<file path="config.mk">
export PLATFORM = sky130hd
export DESIGN_NAME = irq_arbiter_flat
export DESIGN_NICKNAME = d
export VERILOG_FILES = /design/src/rtl/irq_arbiter_if.sv /design/src/rtl/irq_arbiter.sv /design/src/flat_wrapper.sv
export SDC_FILE = /design/constraint.sdc
export NUM_CORES = 1
export LEC_CHECK = 0
export CAP_MARGIN = 20
export CORE_MARGIN = 2
export CORE_UTILIZATION = 37
export DETAILED_ROUTE_END_ITERATION = 8
export PLACE_DENSITY_LB_ADDON = 0.05
export SLEW_MARGIN = 20
export SYNTH_ARGS = -nofsm -noshare
export SYNTH_HDL_FRONTEND = slang
export SYNTH_SLANG_ARGS = --single-unit
export TNS_END_PERCENT = 5
</file>
<file path="constraint.sdc">
create_clock -name clk -period 3.07 [get_ports clk]
set_input_delay 0.4605 -clock clk [delete_from_list [all_inputs] [get_ports clk]]
set_output_delay 0.4605 -clock clk [all_outputs]
set_load 0.01 [all_outputs]
</file>
<file path="src/rtl/irq_arbiter_if.sv">
// irq_arbiter_if: device completion / core handshake bundle for the interrupt arbiter
interface irq_arbiter_if #(parameter int OVF_W = 8);
  logic             done1, done2, done3, done4;
  logic             int_ack, eoi, mask_we;
  logic [3:0]       mask_in;
  logic             irq, busy;
  logic [31:0]      int_addr;
  logic [1:0]       cur_id;
  logic [3:0]       pending, mask;
  logic [OVF_W-1:0] overrun;
  modport master (
    output done1, done2, done3, done4, int_ack, eoi, mask_we, mask_in,
    input  irq, int_addr, cur_id, busy, pending, mask, overrun
  );
  modport slave (
    input  done1, done2, done3, done4, int_ack, eoi, mask_we, mask_in,
    output irq, int_addr, cur_id, busy, pending, mask, overrun
  );
endinterface

</file>
<file path="src/rtl/irq_arbiter.sv">
// irq_arbiter: four-source edge-latched interrupt arbiter with fixed priority, masking and overrun count
module irq_arbiter #(
  parameter logic [31:0] VECTOR_BASE = 32'h0000_01F0,
  parameter int          OVF_W       = 8
) (
  input logic           clk,
  input logic           reset,
  irq_arbiter_if.slave  bus
);
  typedef enum logic [1:0] {IDLE, REQ, SERVICE} state_t;
  state_t state, state_nx;
  logic [3:0] done_v, done_q, edges, clr, lost, sel;
  logic [1:0] low;
  logic [2:0] lost_n;
  logic [OVF_W+1:0] ovf_sum;
  assign done_v  = {bus.done4, bus.done3, bus.done2, bus.done1};
  assign edges   = done_v & ~done_q;
  assign clr     = (state == REQ && bus.int_ack) ? 4'b0001 << bus.cur_id : 4'b0000;
  assign lost    = edges & bus.pending & ~clr;
  assign lost_n  = 3'(lost[0]) + 3'(lost[1]) + 3'(lost[2]) + 3'(lost[3]);
  assign ovf_sum = {2'b00, bus.overrun} + (OVF_W+2)'(lost_n);
  assign sel     = bus.pending & ~bus.mask;
  assign low     = sel[0] ? 2'd0 : sel[1] ? 2'd1 : sel[2] ? 2'd2 : 2'd3;
  always_ff @(posedge clk)
    state <= reset ? IDLE : state_nx;
  always_comb begin
    state_nx = state == IDLE ? (|sel ? REQ : IDLE) :
               state == REQ  ? (bus.int_ack ? SERVICE : REQ) :
                               (bus.eoi ? IDLE : SERVICE);
  end
  always_comb begin
    bus.irq      = state == REQ;
    bus.busy     = state != IDLE;
    bus.int_addr = VECTOR_BASE + {28'd0, bus.cur_id, 2'b00};
  end
  // set beats clear, so an edge landing on the acknowledge cycle is kept
  always_ff @(posedge clk) begin
    if (reset) begin
      done_q      <= '0;
      bus.pending <= '0;
      bus.mask    <= '0;
      bus.overrun <= '0;
      bus.cur_id  <= '0;
    end else begin
      done_q      <= done_v;
      bus.pending <= (bus.pending & ~clr) | edges;
      bus.mask    <= bus.mask_we ? bus.mask_in : bus.mask;
      bus.overrun <= ovf_sum > {2'b00, {OVF_W{1'b1}}} ? {OVF_W{1'b1}} : ovf_sum[OVF_W-1:0];
      bus.cur_id  <= (state == IDLE && |sel) ? low : bus.cur_id;
    end
  end
endmodule

</file>
<file path="src/flat_wrapper.sv">
// flat-port wrapper written by rule: the top's interface ports become plain ports
module irq_arbiter_flat 
#(
  parameter logic [31:0] VECTOR_BASE = 32'h0000_01F0,
  parameter int          OVF_W       = 8
)
  (clk, reset, bus_done1, bus_done2, bus_done3, bus_done4, bus_int_ack, bus_eoi, bus_mask_we, bus_mask_in, bus_irq, bus_int_addr, bus_cur_id, bus_busy, bus_pending, bus_mask, bus_overrun);
  irq_arbiter_if #(.OVF_W(OVF_W)) bus_i ();
  input logic clk;
  input logic reset;
  input wire logic [$bits(bus_i.done1)-1:0] bus_done1;
  input wire logic [$bits(bus_i.done2)-1:0] bus_done2;
  input wire logic [$bits(bus_i.done3)-1:0] bus_done3;
  input wire logic [$bits(bus_i.done4)-1:0] bus_done4;
  input wire logic [$bits(bus_i.int_ack)-1:0] bus_int_ack;
  input wire logic [$bits(bus_i.eoi)-1:0] bus_eoi;
  input wire logic [$bits(bus_i.mask_we)-1:0] bus_mask_we;
  input wire logic [$bits(bus_i.mask_in)-1:0] bus_mask_in;
  output wire logic [$bits(bus_i.irq)-1:0] bus_irq;
  output wire logic [$bits(bus_i.int_addr)-1:0] bus_int_addr;
  output wire logic [$bits(bus_i.cur_id)-1:0] bus_cur_id;
  output wire logic [$bits(bus_i.busy)-1:0] bus_busy;
  output wire logic [$bits(bus_i.pending)-1:0] bus_pending;
  output wire logic [$bits(bus_i.mask)-1:0] bus_mask;
  output wire logic [$bits(bus_i.overrun)-1:0] bus_overrun;
  assign bus_i.done1 = bus_done1;
  assign bus_i.done2 = bus_done2;
  assign bus_i.done3 = bus_done3;
  assign bus_i.done4 = bus_done4;
  assign bus_i.int_ack = bus_int_ack;
  assign bus_i.eoi = bus_eoi;
  assign bus_i.mask_we = bus_mask_we;
  assign bus_i.mask_in = bus_mask_in;
  assign bus_irq = bus_i.irq;
  assign bus_int_addr = bus_i.int_addr;
  assign bus_cur_id = bus_i.cur_id;
  assign bus_busy = bus_i.busy;
  assign bus_pending = bus_i.pending;
  assign bus_mask = bus_i.mask;
  assign bus_overrun = bus_i.overrun;
  irq_arbiter #(.VECTOR_BASE(VECTOR_BASE), .OVF_W(OVF_W)) u_core (.clk(clk), .reset(reset), .bus(bus_i));
endmodule
</file>
==> qor.csv <==
metric,value,unit
status,finished clean,
clock buffer depth,2,
Sw Pwr,0.2204,mW
switching share of power,28.02,%
VDD IR max,0.2982,mV
via count,1176,
Int Pwr,0.5662,mW
Fmax,332.0,MHz
"area leader, netlist",dfxtp_1,
final setup violation count,0,
"Max FO, Critical Path",4,
Unique masters post-synth,35,
antenna diode count,0,
fin nets,230,
total core area,0.003633,sq mm
DRT Pass-1 Iters,4,
commonest cells in the synthesized netlist,"buf_4 (32), dfxtp_1 (24), inv_1 (11)",
Clock Skew,0.005717,ns
worst-path cell chain,clkdlybuf4s15_1 -> nand3b_1 -> o31ai_2 -> nor2_1 -> ha_1 -> fa_2 -> ha_4 -> inv_1 -> fa_2 -> nand2b_4 -> a2111oi_4 -> a211oi_1,
CP arrival,3.16,ns
DP Cell Count,251,
Ports,65,
hold_buf cts,0,
Inserted Clock Buffers,3,
first-pass GRT wire length,5216,um
initial core utilization,38.33,%
Die Wd,65.35,um
clk_lat worst skew,0.26,ns
CP required,3.22,ns
TritonCTS sink count,24,
pre-CTS setup slack,-0.6226,ns
clock-pin slew on the worst setup and hold paths,0.09,ns
Period minus WS final,3.012,ns
Hold Crit Class,reg2reg,
Clock Power Share,27.3,%
Total Wirelength,3138,um
crit-path max cell delay,0.55,ns
CP max stage cell,fa_2,
fraction of registers with async set/reset,0,%
Mapped Cells,158,
Logic pwr share,27.4,%
GP Congestion,0.7369,
PD cells,400.7,mW/mm^2
htree depth,1,
family with the most delay on the worst path,adder cells,
GRT Overall Usage,15.56,%
drt wl/cell,12.21,um
CP most frequent cell,fa_2,
CTS tree,done,
top cell type's share of synthesized area,34.50,%
Area Overhead vs Synth,40.97,%
CTS root buffer,clkbuf_8,
vias per inst,4.576,
sequential power share,45.3,%
"Seq/Total Area, Yosys",34.50,%
grt total ovfl,0,
"Top FF cell, synth",dfxtp_1,
Post-synth EDFFs,0,
share of layout cells above drive strength 1,19.62,%
leading cell type by number of instances after synthesis,buf_4,
vias in the first global route,1166,
Post-Syn Area,0.001393,sq mm
"flops & latches, synth",24,
Port Buffers,34,
Tcrit/Tclk final,98.10,%
WS Path Type,in2reg,
RSZ-0062 raised after global routing,true,
crit end category,flip-flop,
CP startpoint kind,primary input,
Cell Rows,22,
Total Die Area,0.004271,sq mm
worst path bufs/invs,2,
"Cell Count, Final, Fillers Out",257,
final worst slack,0.05830,ns
Die Y-Extent,65.35,um
Remaining DRCs,0,
fin. max-slew vios,0,
drt first-iter violations,35,
Yosys Warn Count,0,
remaining antenna violation count,0,
Post-DP HPWL,2327,um
main area contributors after synthesis,"dfxtp_1 (35%), buf_4 (17%), ha_1 (4.5%)",
Fin. Hold Viols,0,
initial antenna violation count,0,
largest net degree at the start of global routing,18,
Mapped Avg Cell Area,8.814,sq um
maxcap violations,0,
leakage dissipation,0.7774,nW
## power groups by stage
stage               sequential (mW)  clock (mW)  combinational, mW
finish                        0.356       0.215              0.216
global route                  0.361       0.237              0.239
CTS                           0.355       0.220              0.212
detailed placement            0.361           0              0.203
global placement              0.361           0              0.202
floorplan                     0.367           0              0.123
## state kept, by name (all words and copies together) (netlist names)
signal	count
u_core.done_q	4
u_core.bus.overrun	8
u_core.bus.cur_id	2
u_core.bus.mask	4
u_core.bus.pending	4
u_core.state	2
## layer usage
| layer | share of wire, % | GRT usage [%] | vias up |
|---|---|---|---|
| met2 | 50 | 26.79 | 33 |
| met1 | 45 | 19.79 | 555 |
| met4 | 1.4 | 5.469 | 0 |
| met5 | 0 | 0 | - |
| li1 | - | - | 582 |
| met3 | 3.9 | 2.226 | 6 |
## cells in the final DEF (no fill, tap or decap), drive strengths merged, types with 5 or more instances in the layout
master          n
clkdlybuf4s50  33
conb           30
dfxtp          24
buf            20
inv            11
nand2b         10
nor2            9
a21oi           9
nor2b           7
mux2i           5
a211oi          5
ha              5
## through the flow
step / cell area (sq um) / hold WS (ns) / util (%) / power, mW / setup TNS, ns
after CTS: 1937 / 0.5234 / 53.31 / 0.7872 / 0
after global routing: 1963 / 0.5456 / 54.03 / 0.8374 / -0.2913
after detailed placement: 1812 / 0.5010 / 49.86 / 0.5636 / -4.609
after global placement: 1812 / 0.4978 / 49.86 / 0.5631 / -4.304
after floorplan: 1528 / 0.4852 / - / 0.4892 / 0
final: 1963 / 0.5130 / 54.03 / 0.7866 / 0
## cells by family (layout without fill, tap and decap cells)
logic type,Yosys count,count (layout),share of synthesized area (%)
adders and majority gates,7,7,7.368
AOI/OAI and AO/OA,33,33,16.35
xor gates and xnor gates,1,1,0.6290
DFF,24,24,34.50
other,2,30,0.5393
muxes,5,5,3.594
buffers and inverters,46,69,21.02
and+or+nand+nor,40,40,15.99
## what timing repair did
action,CTS,global route
buffers inserted,1,1
pin swaps,13,7
gates resized for setup,10,6
hold endpoints to repair,0,0
setup endpoints to repair,8,8
## area by class of cell
class                           instances  area (sq um)
Fill cell                             352          1670
Multi-Input combinational cell        116         834.6
Timing Repair Buffer                   54         490.5
Sequential cell                        24         481.7
Tap cell                               48         60.06
Clock buffer                            4         55.05
Inverter                               11         41.29
## worst paths after layout
check	cells past startpoint	start	end	slack, ns
min reg2reg	1	u_core.state[0]	u_core.state[0]	0.51
min	1	u_core.state[0]	u_core.state[0]	0.51
max reg2reg	11	u_core.state[1]	u_core.bus.overrun[4]	0.06
max	12	bus_int_ack	u_core.bus.overrun[4]	0.06
Note: power is estimated with default switching activity, not from simulation.
